## src/rtl/div_ctrl_pkg.sv

```systemverilog
// Shared widths, state encodings and handshake constants for the divide sequencer.
// Optional zero-divisor short-cut is selected by the DIV_BYZERO_DETECT_EN macro.
package div_ctrl_pkg;

  localparam int unsigned RegBus       = 32;
  localparam int unsigned DoubleRegBus = 64;
  localparam int unsigned CntW         = 6;

  localparam logic DivStart          = 1'b1;
  localparam logic DivStop           = 1'b0;
  localparam logic DivResultReady    = 1'b1;
  localparam logic DivResultNotReady = 1'b0;

  typedef enum logic [1:0] {
    DivFree   = 2'b00,
    DivByZero = 2'b01,
    DivOn     = 2'b10,
    DivEnd    = 2'b11
  } div_state_e;

  typedef struct packed {
    logic [RegBus-1:0] rem;
    logic [RegBus-1:0] quo;
  } div_result_t;

  // Magnitude of a signed operand; -2^31 maps to 0x80000000 read as unsigned.
  function automatic logic [RegBus-1:0] abs_val(input logic [RegBus-1:0] x, input logic is_signed);
    return (is_signed && x[RegBus-1]) ? RegBus'(~x + RegBus'(1)) : x;
  endfunction

  function automatic logic [RegBus-1:0] neg_if(input logic [RegBus-1:0] x, input logic en);
    return en ? RegBus'(~x + RegBus'(1)) : x;
  endfunction

endpackage

```

## src/rtl/div_step.sv

```systemverilog
// One combinational restoring-division step on the {rem, quo} work register.
module div_step
  import div_ctrl_pkg::*;
(
  input  logic [RegBus:0]   rem_i,
  input  logic [RegBus-1:0] quo_i,
  input  logic [RegBus-1:0] divisor_i,
  output logic [RegBus:0]   rem_o,
  output logic [RegBus-1:0] quo_o
);

  logic [RegBus:0]   rem_sh;
  logic [RegBus-1:0] quo_sh;
  logic [RegBus:0]   dvs_ext;

  always_comb begin
    rem_sh  = {rem_i[RegBus-1:0], quo_i[RegBus-1]};
    quo_sh  = {quo_i[RegBus-2:0], 1'b0};
    dvs_ext = {1'b0, divisor_i};
    rem_o   = rem_sh;
    quo_o   = quo_sh;
    if (rem_sh >= dvs_ext) begin
      rem_o = rem_sh - dvs_ext;
      quo_o = {quo_sh[RegBus-1:1], 1'b1};
    end
  end

endmodule

```

## src/rtl/div_ctrl.sv

```systemverilog
// 32-step restoring divide sequencer with sign fix-up, annul and ready handshake.
// Build with DIV_BYZERO_DETECT_EN to short-cut zero divisors through BYZERO.
module div_ctrl
  import div_ctrl_pkg::*;
(
  input  logic                    clk,
  input  logic                    rst,
  input  logic                    signed_div_i,
  input  logic [RegBus-1:0]       opdata1_i,
  input  logic [RegBus-1:0]       opdata2_i,
  input  logic                    start_i,
  input  logic                    annul_i,
  output logic [DoubleRegBus-1:0] result_o,
  output logic                    ready_o,
  output logic                    busy_o
);

  div_state_e              state_q, state_d;
  logic [CntW-1:0]         cnt_q, cnt_d;
  logic [RegBus:0]         rem_q, rem_d;
  logic [RegBus-1:0]       quo_q, quo_d;
  logic [RegBus-1:0]       dvs_q, dvs_d;
  logic                    quo_neg_q, quo_neg_d;
  logic                    rem_neg_q, rem_neg_d;
  div_result_t             result_q, result_d;
  logic                    ready_q, ready_d;
  logic                    busy_q, busy_d;

  logic [RegBus:0]         step_rem;
  logic [RegBus-1:0]       step_quo;

  div_step u_div_step (
    .rem_i     (rem_q),
    .quo_i     (quo_q),
    .divisor_i (dvs_q),
    .rem_o     (step_rem),
    .quo_o     (step_quo)
  );

  // Next-state, datapath and registered-output decode.
  always_comb begin
    state_d   = state_q;
    cnt_d     = cnt_q;
    rem_d     = rem_q;
    quo_d     = quo_q;
    dvs_d     = dvs_q;
    quo_neg_d = quo_neg_q;
    rem_neg_d = rem_neg_q;
    result_d  = '0;

    unique case (state_q)
      DivFree: begin
        if (start_i == DivStart && !annul_i) begin
          rem_d     = '0;
          quo_d     = abs_val(opdata1_i, signed_div_i);
          dvs_d     = abs_val(opdata2_i, signed_div_i);
          quo_neg_d = signed_div_i & (opdata1_i[RegBus-1] ^ opdata2_i[RegBus-1]);
          rem_neg_d = signed_div_i & opdata1_i[RegBus-1];
          cnt_d     = '0;
`ifdef DIV_BYZERO_DETECT_EN
          state_d   = (opdata2_i == '0) ? DivByZero : DivOn;
`else
          state_d   = DivOn;
`endif
        end
      end
`ifdef DIV_BYZERO_DETECT_EN
      DivByZero: begin
        result_d = '0;
        state_d  = DivEnd;
      end
`endif
      DivOn: begin
        if (annul_i) begin
          state_d = DivFree;
        end else begin
          rem_d = step_rem;
          quo_d = step_quo;
          cnt_d = cnt_q + CntW'(1);
          if (cnt_q == CntW'(RegBus - 1)) begin
            result_d.rem = neg_if(step_rem[RegBus-1:0], rem_neg_q);
            result_d.quo = neg_if(step_quo, quo_neg_q);
            state_d      = DivEnd;
          end
        end
      end
      DivEnd: begin
        if (start_i == DivStop || annul_i) begin
          state_d = DivFree;
        end else begin
          result_d = result_q;
        end
      end
      default: state_d = DivFree;
    endcase

    ready_d = (state_d == DivEnd) ? DivResultReady : DivResultNotReady;
    busy_d  = (state_d != DivFree);
  end

  always_ff @(posedge clk) begin
    if (rst) begin
      state_q   <= DivFree;
      cnt_q     <= '0;
      rem_q     <= '0;
      quo_q     <= '0;
      dvs_q     <= '0;
      quo_neg_q <= 1'b0;
      rem_neg_q <= 1'b0;
      result_q  <= '0;
      ready_q   <= DivResultNotReady;
      busy_q    <= 1'b0;
    end else begin
      state_q   <= state_d;
      cnt_q     <= cnt_d;
      rem_q     <= rem_d;
      quo_q     <= quo_d;
      dvs_q     <= dvs_d;
      quo_neg_q <= quo_neg_d;
      rem_neg_q <= rem_neg_d;
      result_q  <= result_d;
      ready_q   <= ready_d;
      busy_q    <= busy_d;
    end
  end

  assign result_o = result_q;
  assign ready_o  = ready_q;
  assign busy_o   = busy_q;

endmodule
```

## config.mk

```make
export PLATFORM = sky130hd
export DESIGN_NAME = div_ctrl
export DESIGN_NICKNAME = d
export VERILOG_FILES = /design/src/rtl/div_ctrl_pkg.sv /design/src/rtl/div_step.sv /design/src/rtl/div_ctrl.sv
export SDC_FILE = /design/constraint.sdc
export NUM_CORES = 1
export LEC_CHECK = 0
export ABC_CLOCK_PERIOD_IN_PS = 6700
export BUFFER_PORTS_ARGS = -buffer_cell sky130_fd_sc_hd__buf_4
export CAP_MARGIN = 20
export CORE_ASPECT_RATIO = 1.4
export CORE_UTILIZATION = 60
export DETAILED_ROUTE_END_ITERATION = 8
export PLACE_DENSITY = 0.82
export SYNTH_ARGS = -nofsm -noshare
export SYNTH_HDL_FRONTEND = slang
export SYNTH_HIERARCHICAL = 1
export SYNTH_SLANG_ARGS = --single-unit
```

## constraint.sdc

```tcl
create_clock -name clk -period 6.7 [get_ports clk]
set_input_delay 0.335 -clock clk [delete_from_list [all_inputs] [get_ports clk]]
set_output_delay 0.335 -clock clk [all_outputs]
set_load 0.005 [all_outputs]
```

==> metrics.txt <==
# TYPE chip_impl_metric gauge
chip_impl_info{name="run_status",value="finished, final reports clean"} 1
chip_impl_metric{name="timing_max_transition_violations_final",unit=""} 0
chip_impl_info{name="critical_path.reg2reg.startpoint",value="dvs_q[18]"} 1
chip_impl_metric{name="postCtsSetupRepairBufs",unit=""} 0
chip_impl_metric{name="grt_start_max_net_pins",unit=""} 86
chip_impl_info{name="type_of_destination_of_the_critical_path",value="flip-flop"} 1
chip_impl_metric{name="post-layout-total-power",unit="mW"} 2.785
chip_impl_metric{name="h-tree-depth",unit=""} 4
chip_impl_metric{name="drc",unit=""} 0
chip_impl_metric{name="grt_pass1_wl",unit="mm"} 52.72
chip_impl_metric{name="final.setup_skew",unit="ns"} 0.01272
chip_impl_metric{name="power_leakage",unit="nW"} 5.265
chip_impl_metric{name="clock_sinks",unit=""} 172
chip_impl_metric{name="count_of_mapped_cells_out_of_synthesis",unit=""} 1494
chip_impl_metric{name="post_route_cells_drive_above_1_share",unit=""} 0.1489
chip_impl_metric{name="worst_ir_drop_vdd",unit="mV"} 0.1767
chip_impl_metric{name="grt_pass1_vias",unit=""} 10560
chip_impl_metric{name="finish.cell_count_without_fillers",unit=""} 1789
chip_impl_metric{name="total_power_density_per_cell_area",unit="nW/um2"} 216.8
chip_impl_info{name="final_cell_mix",value="sky130_fd_sc_hd__nor2_1 (180), sky130_fd_sc_hd__dfxtp_1 (172), sky130_fd_sc_hd__buf_4 (149)"} 1
chip_impl_metric{name="timing.setup.tns",unit="ns"} 0
chip_impl_metric{name="syn_avg_cell_area",unit="um2"} 7.614
chip_impl_metric{name="worst_r2r_path_depth",unit=""} 16
chip_impl_metric{name="cts_max_path_buffers",unit=""} 2
chip_impl_metric{name="area_growth",unit="%"} 12.91
chip_impl_metric{name="tightest_slew",unit="ns"} 1.088
chip_impl_metric{name="routed_via_density",unit=""} 6.274
chip_impl_metric{name="timing.max_slew.rel_slack",unit=""} 0.2733
chip_impl_metric{name="finish_stage_setup_viols",unit=""} 0
chip_impl_metric{name="height_of_the_die",unit="um"} 164.9
chip_impl_metric{name="drt_pass1_iterations",unit=""} 6
chip_impl_metric{name="effective_utilization_at_floorplan",unit=""} 0.6114
chip_impl_metric{name="number_of_buffers_created_by_cts",unit=""} 17
chip_impl_metric{name="clock_insertion_delay_at_the_later_pin_of_the_skew_report",unit="ns"} 0.44
chip_impl_metric{name="synthesis.area",unit="um2"} 11370
chip_impl_metric{name="post_cts_hold_buffer_count",unit=""} 0
chip_impl_metric{name="core_area",unit="um2"} 18600
chip_impl_metric{name="placed_cells",unit=""} 1756
chip_impl_metric{name="fp-row-count",unit=""} 59
chip_impl_info{name="setup.worst_path.start_class",value="flip-flop"} 1
chip_impl_metric{name="fp.dieW",unit="um"} 118.4
chip_impl_metric{name="dr.first_iter.drc_count",unit=""} 794
chip_impl_metric{name="timing_hold_violations_final",unit=""} 0
chip_impl_metric{name="ant_nets",unit=""} 0
chip_impl_metric{name="clkTransAtPathRegs",unit="ns"} 0.08
chip_impl_metric{name="dr_total_vias",unit=""} 11220
chip_impl_metric{name="globalplace.congestion",unit=""} 0.9827
chip_impl_metric{name="num_io_pins",unit=""} 135
chip_impl_metric{name="num_antenna_cells",unit=""} 0
chip_impl_metric{name="fill_cells",unit=""} 1610
chip_impl_metric{name="route.final.wire_length",unit="mm"} 33.66
chip_impl_info{name="hold_class",value="input port to flip-flop"} 1
chip_impl_metric{name="reg2reg_slack",unit="ns"} 1.40
chip_impl_info{name="cts_tree",value="yes"} 1
chip_impl_info{name="hp-start",value="annul_i"} 1
chip_impl_metric{name="yosysWarningCount",unit=""} 6
chip_impl_metric{name="synth_fp_nets",unit=""} 1601
chip_impl_metric{name="arrival_time_at_the_worst_endpoint",unit="ns"} 5.61
chip_impl_metric{name="wl_per_cell",unit="um"} 18.81
chip_impl_metric{name="gr-usage-all-layers",unit=""} 0.3440
chip_impl_metric{name="cp_max_fo",unit=""} 28
chip_impl_metric{name="post_cts_resize_count",unit=""} 0
chip_impl_metric{name="antenna_violations_before_repair",unit=""} 0
chip_impl_metric{name="maxClockFrequency",unit="GHz"} 0.1888
chip_impl_metric{name="design.die.area",unit="um2"} 19520
chip_impl_metric{name="net_count_reported_at_finish",unit=""} 1639
chip_impl_info{name="rsz0062_at_grt",value="no"} 1
chip_impl_metric{name="final_period_minus_worst_setup_slack",unit="ns"} 5.298
chip_impl_metric{name="grt_overflow_total",unit=""} 0
chip_impl_metric{name="critical_path_required",unit="ns"} 7.01
chip_impl_info{name="worst_setup_path_class",value="flip-flop to flip-flop"} 1
chip_impl_metric{name="portBuffers",unit=""} 134
chip_impl_metric{name="worstHoldPathCells",unit=""} 2
chip_impl_info{name="clk_root_buffer_cell",value="sky130_fd_sc_hd__clkbuf_16"} 1
chip_impl_info{name="regToRegEndpoint",value="result_o[58]"} 1
chip_impl_metric{name="drv.max_cap_violation_count",unit=""} 0
chip_impl_info{name="worst_hold_path.endpoint",value="state_q[0]"} 1
chip_impl_metric{name="dp.final_hpwl",unit="mm"} 24.64
chip_impl_metric{name="post-route-period-util",unit=""} 0.7907
chip_impl_info{name="mostFrequentLayoutCell",value="sky130_fd_sc_hd__nor2_1"} 1
-- where the power goes --
part	internal, mW	total [mW]	switching [mW]
registers	1.05	1.09	0.0393
logic	0.239	0.645	0.406
clock network	0.547	1.05	0.504
total	1.84	2.78	0.949
-- worst max path at each step --
stage,start,depth (start not counted),endpoint
floorplan,dvs_q[6],16,result_o[63]
global placement,dvs_q[19],16,result_o[58]
detailed placement,dvs_q[19],16,result_o[58]
CTS,dvs_q[19],16,result_o[58]
global route,dvs_q[16],16,result_o[58]
finish,dvs_q[18],16,result_o[58]
-- critical path: stages, from the launching register on --
cell                       delay, ns
sky130_fd_sc_hd__dfxtp_1        0.34
sky130_fd_sc_hd__inv_1          0.05
sky130_fd_sc_hd__ha_1           0.38
sky130_fd_sc_hd__nand3_1        0.17
sky130_fd_sc_hd__nor3_2         0.26
sky130_fd_sc_hd__o211ai_1       0.13
sky130_fd_sc_hd__a211oi_1       0.24
sky130_fd_sc_hd__a211oi_2       0.12
sky130_fd_sc_hd__o21ai_4        0.64
sky130_fd_sc_hd__buf_4          0.40
sky130_fd_sc_hd__mux2_2         0.43
sky130_fd_sc_hd__or4_1          0.45
sky130_fd_sc_hd__or2_2          0.35
sky130_fd_sc_hd__or4_1          0.59
sky130_fd_sc_hd__o41ai_1        0.34
sky130_fd_sc_hd__xor2_1         0.17
sky130_fd_sc_hd__o21ai_0        0.09
-- per-stage QoR --
stage	hold WS, ns	worst slack [ns]	area (um2)	utilization
2_1_floorplan	0.4263	2.178	11370	-
3_3_place_gp	0.4370	1.524	12190	0.6555
3_5_place_dp	0.4434	1.463	12190	0.6555
4_1_cts	0.1501	1.421	12830	0.6897
5_1_grt	0.1636	0.9447	12840	0.6904
6_report	0.1599	1.402	12840	0.6904
-- cell type report --
class	count	area (um2)	area share
Inverter	49	183.9	0.01432
Clock buffer	17	425.4	0.03312
Timing Repair Buffer	150	1132	0.08816
Clock inverter	15	210.2	0.01637
Tap cell	244	305.3	0.02377
Multi-Input combinational cell	1142	7143	0.5562
Sequential cell	172	3443	0.2681
-- registers in the layout, indices dropped and copies added, names as in the netlist --
register,cells
ready_o,1
quo_q,32
rem_q,32
rem_neg_q,1
result_o,64
busy_o,1
dvs_q,32
quo_neg_q,1
state_q,2
cnt_q,6
-- routing by layer --
| layer | part of all wire | vias up | GRT usage |
|---|---|---|---|
| met5 | 0 | - | 0 |
| met3 | 0.052 | 149 | 0.04800 |
| met2 | 0.50 | 476 | 0.6155 |
| li1 | - | 5376 | - |
| met1 | 0.36 | 5223 | 0.3509 |
| met4 | 0.088 | 0 | 0.3100 |
Note: power is estimated with default switching activity, not from simulation.
